## src/rtl/fp16add_sched.sv

```systemverilog
// Two-requester round-robin front end for a fixed-latency fp16 pipelined adder.
// Optional grant counters are enabled with macro FP16ADD_SCHED_PERFCNT_EN.
module fp16add_sched #(
  parameter int LAT = 3
) (
  input  logic        CLK,
  input  logic        RSTN,
  input  logic        req0_valid,
  input  logic        req1_valid,
  output logic        req0_ready,
  output logic        req1_ready,
  input  logic [15:0] req0_a,
  input  logic [15:0] req0_b,
  input  logic [15:0] req1_a,
  input  logic [15:0] req1_b,
  output logic [15:0] add_a,
  output logic [15:0] add_b,
  input  logic [15:0] add_res,
  output logic        rsp0_valid,
  output logic        rsp1_valid,
  output logic [15:0] rsp0_res,
  output logic [15:0] rsp1_res,
  output logic        busy
`ifdef FP16ADD_SCHED_PERFCNT_EN
  ,
  output logic [15:0] cnt0,
  output logic [15:0] cnt1
`endif
);

  logic          pri_q;
  logic [15:0]   add_a_q, add_b_q;
  // Stage 0 is loaded at the accept edge; stage LAT lines up with add_res.
  logic [LAT:0]  vld_pipe_q, id_pipe_q;
  logic          rsp0_valid_q, rsp1_valid_q;
  logic [15:0]   rsp0_res_q, rsp1_res_q;
  logic          gnt0, gnt1, gnt;

  always_comb begin
    gnt0 = RSTN & req0_valid & (~req1_valid | ~pri_q);
    gnt1 = RSTN & req1_valid & (~req0_valid |  pri_q);
    gnt  = gnt0 | gnt1;
  end

  always_ff @(posedge CLK or negedge RSTN) begin
    if (!RSTN) begin
      pri_q        <= 1'b0;
      add_a_q      <= 16'h0;
      add_b_q      <= 16'h0;
      vld_pipe_q   <= '0;
      id_pipe_q    <= '0;
      rsp0_valid_q <= 1'b0;
      rsp1_valid_q <= 1'b0;
      rsp0_res_q   <= 16'h0;
      rsp1_res_q   <= 16'h0;
    end else begin
      if (gnt) begin
        pri_q   <= gnt0;
        add_a_q <= gnt1 ? req1_a : req0_a;
        add_b_q <= gnt1 ? req1_b : req0_b;
      end
      vld_pipe_q   <= {vld_pipe_q[LAT-1:0], gnt};
      id_pipe_q    <= {id_pipe_q[LAT-1:0], gnt1};
      rsp0_valid_q <= vld_pipe_q[LAT] & ~id_pipe_q[LAT];
      rsp1_valid_q <= vld_pipe_q[LAT] &  id_pipe_q[LAT];
      if (vld_pipe_q[LAT] && !id_pipe_q[LAT]) rsp0_res_q <= add_res;
      if (vld_pipe_q[LAT] &&  id_pipe_q[LAT]) rsp1_res_q <= add_res;
    end
  end

`ifdef FP16ADD_SCHED_PERFCNT_EN
  logic [15:0] cnt0_q, cnt1_q;

  always_ff @(posedge CLK or negedge RSTN) begin
    if (!RSTN) begin
      cnt0_q <= 16'h0;
      cnt1_q <= 16'h0;
    end else begin
      if (gnt0 && cnt0_q != 16'hFFFF) cnt0_q <= cnt0_q + 16'd1;
      if (gnt1 && cnt1_q != 16'hFFFF) cnt1_q <= cnt1_q + 16'd1;
    end
  end

  assign cnt0 = cnt0_q;
  assign cnt1 = cnt1_q;
`endif

  assign req0_ready = gnt0;
  assign req1_ready = gnt1;
  assign add_a      = add_a_q;
  assign add_b      = add_b_q;
  assign rsp0_valid = rsp0_valid_q;
  assign rsp1_valid = rsp1_valid_q;
  assign rsp0_res   = rsp0_res_q;
  assign rsp1_res   = rsp1_res_q;
  assign busy       = |vld_pipe_q;

endmodule

```

## config.mk

```make
export PLATFORM = sky130hd
export DESIGN_NAME = fp16add_sched
export DESIGN_NICKNAME = d
export VERILOG_FILES = /design/src/rtl/fp16add_sched.sv
export SDC_FILE = /design/constraint.sdc
export NUM_CORES = 1
export LEC_CHECK = 0
export ABC_AREA = 1
export BUFFER_PORTS_ARGS = -buffer_cell sky130_fd_sc_hd__buf_2
export CAP_MARGIN = 20
export CORE_ASPECT_RATIO = 0.6
export CORE_MARGIN = 5
export CORE_UTILIZATION = 39
export DETAILED_ROUTE_END_ITERATION = 16
export PLACE_DENSITY = 0.72
export SETUP_SLACK_MARGIN = 0.2
export SYNTH_ARGS = -nofsm -noshare
export SYNTH_HDL_FRONTEND = slang
export SYNTH_SLANG_ARGS = --single-unit
```

## constraint.sdc

```tcl
create_clock -name CLK -period 1.6 [get_ports CLK]
set_input_delay 0.32 -clock CLK [delete_from_list [all_inputs] [get_ports CLK]]
set_output_delay 0.32 -clock CLK [all_outputs]
set_load 0.01 [all_outputs]
```

==> results of run 1 <==
-- power by group --
| part | switching (mW) | internal [mW] | leakage (nW) | total [mW] |
|---|---|---|---|---|
| Combinational | 0.680 | 0.494 | 1.79 | 1.17 |
| Sequential | 0.160 | 2.19 | 0.916 | 2.35 |
| Clock | 0.755 | 1.35 | 0.152 | 2.11 |
-- placed cells by master, fill, tap and decap left out --
master,n
buf_12,1
buf_2,150
buf_4,15
buf_6,2
bufinv_16,2
clkbuf_1,1
clkbuf_16,9
clkinv_2,2
clkinv_4,1
dfrtp_1,75
inv_1,85
inv_2,4
nand2_1,132
nand2_2,3
nand2_4,2
nand3_1,60
nand3b_1,2
nor2_1,6
o21ai_0,17
o21ai_2,16
or2_1,1
-- layout make-up --
type	count	area [um2]	area share [%]
inverters	89	334.1	7.152
multi-input cells	239	1106	23.68
clock buffers	10	229.0	4.902
flip-flops and latches	75	1877	40.18
clock inverters	5	78.83	1.688
repair buffers	168	905.9	19.39
well taps	112	140.1	3.000
-- cell families after synthesis --
group | Yosys count | share of synthesized area (%)
flops | 75 | 54.31
compound gates | 33 | 6.517
buf+inv | 111 | 13.98
simple gates | 206 | 25.20
-- metal layers --
layer / part of all wire (%) / wire [um] / up-vias / track usage [%]
li1: - / - / 1588 / -
met1: 45 / 4103 / 1504 / 21.15
met2: 46 / 4199 / 125 / 26.47
met3: 8.0 / 730 / 10 / 6.159
met4: 1.0 / 91 / 0 / 5.135
met5: 0 / 0 / - / 0
-- sequential cells by signal, indices dropped and copies added (netlist names) --
name and cells:
add_a 16, add_b 16, rsp0_res 16, rsp1_res 16, id_pipe_q 4, vld_pipe_q 4, pri_q 1, rsp0_valid 1
rsp1_valid 1
-- worst max-delay path by stage --
stage                                 end  slack (ps)  cells past startpoint
detailed placement  add_b[12]$_DFFE_PN0P_         260                      7
global route                         busy         150                      3
global placement     add_a[2]$_DFFE_PN0P_         330                      7
floorplan                      req1_ready         420                      5
finish                         req1_ready         220                      5
CTS                            req1_ready         200                      5
-- per-stage QoR --
stage / power, mW / hold WS (ps)
final: 5.634 / 11.81
after global routing: 5.954 / 32.73
after CTS: 5.708 / 9.189
after detailed placement: 3.553 / 334.7
after global placement: 3.519 / 332.9
after floorplan: 2.999 / 24.41
-- what timing repair did --
item / in CTS / in global routing
endpoints found under the setup margin: 1 / 16
buffers inserted: 2 / 1
pin swaps: 1 / 2
resized for setup: 5 / 1
cloned: 0 / 0
==> run metrics, run 1 <==
status=finished, final reports clean; post-synth top area cell=dfrtp_1; Post-Place Cells=680; IO buf count=152; Critical Path AT=1060 ps; H-tree Lvls=3; Inserted Diodes=0; Cell Count, Final, Fillers Out=698; Cells after Synth=425; top cells by area, synth=dfrtp_1, nand2_1, inv_1, nand3_1, o21ai_2; R2R Setup Slk=350 ps; RSZ-0062 raised after global routing=true; crit-path max FO=2; final cycle utilization of the critical path=86.25%; Clock Skew=5.281 ps; Rows=26; worst vdd ir=602.9 uV; Max Buffers Root-to-Sink=2; min cycle time layout=1380 ps; biggest cell delay along the critical path=390 ps; vias in the first global route=3,175; Worst Path Class, Setup=reg -> out; Post-Syn Area per Cell=8.131 um2; share of synthesized registers carrying an async set or reset=100.0%; routed vias/inst=4.623; Post-DRT Antenna Nets=0; gpl congestion=0.8185; Final WS setup=220.1 ps; Die Span Y=82.92 um; Hold Path Class=in -> async; Max Cap Violations=0; CP Cell Sequence=inv_2, nand2_4, nand2_4, inv_2, buf_6; Setup WS pre-CTS=255.1 ps; reg2reg start=pri_q$_DFFE_PN0P_; Area Overhead vs Synth=35.16%; share of cells above drive strength 1=35.32%; Yosys warnings=0; Inserted Clock Buffers=9; Yosys reg bits=75; Worst-Margin Slew=632.3 ps; largest net degree at the start of global routing=50; Synthesized Nets=509; worst r2r dst=add_b[12]$_DFFE_PN0P_; wire per inst=13.07 um; number of flops mapped to enable cells by yosys=0; root buf cell=clkbuf_16; Initial Utilization=40.24%; drt initial violations=108; crit-path leading delay family=flip-flops; TritonCTS clock tree=built; pwr dens=1206 nW/um2; clk sink count=75; Fill cells=809; die width=131.5 um; Slew Viols, Final=0; most frequent cell after synthesis=nand2_1; Finished Cell Area=4671 um2; Post-DP Area=4320 um2; IO Count=153; Synth top area share=54.31%; CP endpoint kind=output port; core area=8588 um2; Post-DP HPWL=6.531 mm; Clock Latency Late Sink=330 ps; Buf/Inv on CP=3; Die Area=10,910 um2; nets@finish=666; final WL=9.124 mm; Hold-fix buffers, CTS=0; Rel. slew slack=57.85%; Leakage=2.854 nW; top post-synthesis cells by count=nand2_1, inv_1, dfrtp_1; vias=3,227; final setup fails=0; initial antenna violation count=0; Worst-path clk slew=60 ps; Post-Route Utilization=54.39%; Slowest-stage cell, CP=dfrtp_1; Final Hold Fails=0; post-synth design cell area=3456 um2; Primary FF master, synth=dfrtp_1; Yosys cell types=15; Detailed Routing Iterations Pass 1=4; maximum clock frequency=724.7 MHz; register area share after synthesis=54.31%; worst path required time=1280 ps; Reg2Reg Depth=8; TNS Setup=0 ps; # DRC=0; GRT overflow=0; Setup crit start=pri_q$_DFFE_PN0P_; Critical Path Source Type=flip-flop; global-route wire length before repair=15.09 mm; Tot GR Track Use=16.62%
No activity file was read; power rests on OpenSTA's default activity.
==> inputs of run 2 (changes only) <==
- RECOVER_POWER: default -> 25
==> run 2 against run 1 <==
Net effect:
- clock power about the same
- sequential share of layout area is 0.076 points higher
- die area is the same
- non-clock buffer count unchanged
- hold slack better by 210 ps
==> run metrics, run 2 (synthesized netlist as in run 1, its figures left out) <==
status=finished, final reports clean; Hold-fix buffers, CTS=0 (unchanged); Die Span Y=82.92 um (unchanged); initial antenna violation count=0 (unchanged); Max Cap Violations=0 (unchanged); Post-DP HPWL=6.531 mm (unchanged); final setup fails=0 (unchanged); Worst-path clk slew=60 ps (about the same); Area Overhead vs Synth=34.90%; Inserted Diodes=0 (unchanged); worst r2r dst=add_b[12]$_DFFE_PN0P_; final cycle utilization of the critical path=86.26% (about the same); IO Count=153 (unchanged); Post-DRT Antenna Nets=0 (unchanged); Inserted Clock Buffers=9 (unchanged); gpl congestion=0.8185 (unchanged); Fill cells=810 (+0.12%); TritonCTS clock tree=built; drt initial violations=110 (+1.9%); nets@finish=666 (unchanged); vias=3,226 (-0.031%); Initial Utilization=40.24% (unchanged); Final Hold Fails=0 (unchanged); die width=131.5 um (unchanged); clk sink count=75 (unchanged); Worst-Margin Slew=1223 ps (+591.1 ps); most frequent cells in the layout=buf_2, nand2_1, inv_1; Leakage=2.849 nW (-0.17%); largest net degree at the start of global routing=50 (unchanged); final WL=9.130 mm (about the same); Tot GR Track Use=16.62% (unchanged); Slew Viols, Final=0 (unchanged); TNS Setup=0 ps (unchanged); share of cells above drive strength 1=35.15% (-0.17 points); maximum clock frequency=724.6 MHz (about the same); commonest non-fill, non-tap cell in the layout=buf_2; Max Buffers Root-to-Sink=2 (unchanged); Clock Latency Late Sink=330 ps (about the same); Critical Path AT=1060 ps (about the same); # DRC=0 (unchanged); vias in the first global route=3,175 (unchanged); crit-path max FO=2 (unchanged); Detailed Routing Iterations Pass 1=4 (unchanged); wire per inst=13.08 um (about the same); RSZ-0062 raised after global routing=true; Worst Path Class, Setup=reg -> out; GRT overflow=0 (unchanged); global-route wire length before repair=15.09 mm (unchanged); Rows=26 (unchanged); Rel. slew slack=18.44% (-39 points); Clock Skew=5.278 ps (-0.002440 ps); Reg2Reg Depth=8 (unchanged); routed vias/inst=4.622 (about the same); min cycle time layout=1380 ps (+0.2170 ps); core area=8588 um2 (unchanged); worst vdd ir=602.7 uV (about the same); Die Area=10,910 um2 (unchanged); root buf cell=clkbuf_16; reg2reg start=pri_q$_DFFE_PN0P_; R2R Setup Slk=340 ps (about the same); CP endpoint kind=output port; Critical Path Source Type=flip-flop; H-tree Lvls=3 (unchanged); IO buf count=152 (unchanged); pwr dens=1208 nW/um2 (+0.11%); worst path required time=1280 ps (about the same); final hold slack=225.8 ps (+214.0 ps); Hold Path Class=in -> async
run 2: layout make-up:
cell class | count | area (um2) | share of cell area [%]
inverters | 89 | 334.1 | 7.166
clock inverters | 5 | 78.83 | 1.691
multi-input cells | 239 | 1106 | 23.73
clock buffers | 10 | 229.0 | 4.911
flip-flops and latches | 75 | 1877 | 40.26
repair buffers | 168 | 897.1 | 19.24
well taps | 112 | 140.1 | 3.006
run 2: worst max-delay path by stage:
| stage | from | endpoint | slack, ps | depth (start not counted) |
|---|---|---|---|---|
| finish | pri_q$_DFFE_PN0P_ | req1_ready | 220 | 5 |
| global route | RSTN | rsp0_res[15]$_DFFE_PN0P_ | 80 | 2 |
| CTS | pri_q$_DFFE_PN0P_ | req1_ready | 200 | 5 |
| detailed placement | RSTN | add_b[12]$_DFFE_PN0P_ | 260 | 7 |
| global placement | RSTN | add_a[2]$_DFFE_PN0P_ | 330 | 7 |
| floorplan | pri_q$_DFFE_PN0P_ | req1_ready | 420 | 5 |
run 2: layer usage:
metal	wire length [um]	global-route usage (%)
met5	0	0
met4	89	5.135
met1	4133	21.15
met3	693	6.159
met2	4214	26.47
run 2: through the flow:
| step | worst slack [ps] | area, um2 | std cells | total power [mW] | util (%) |
|---|---|---|---|---|---|
| final | 219.9 | 4662 | 698 | 5.629 | 54.28 |
| after global routing | 79.67 | 4662 | 698 | 5.951 | 54.28 |
| after CTS | 200.1 | 4659 | 697 | 5.708 | 54.25 |
| after detailed placement | 255.1 | 4320 | 680 | 3.553 | 50.31 |
| after global placement | 330.5 | 4320 | 680 | 3.519 | 50.31 |
| after floorplan | 415.3 | 3456 | 425 | 2.999 | - |
run 2: worst max-delay path, stage by stage, from the launching register on:
cell     delay (ps)
dfrtp_1         390
inv_2            80
nand2_4          50
nand2_4          70
inv_2            40
buf_6           110
run 2: power breakdown:
group          total (mW)  internal (mW)  switching [mW]
combinational        1.17          0.491           0.680
clock                2.11           1.35           0.754
sequential           2.35           2.19           0.159
total                5.63           4.04            1.59
run 2: what timing repair did:
| item | CTS | global route |
|---|---|---|
| setup endpoints to repair | 1 | 16 |
| setup buffers | 2 | 1 |
| pin swaps | 1 | 2 |
| endpoints found under the hold margin | 0 | 0 |
| resized for setup | 5 | 1 |
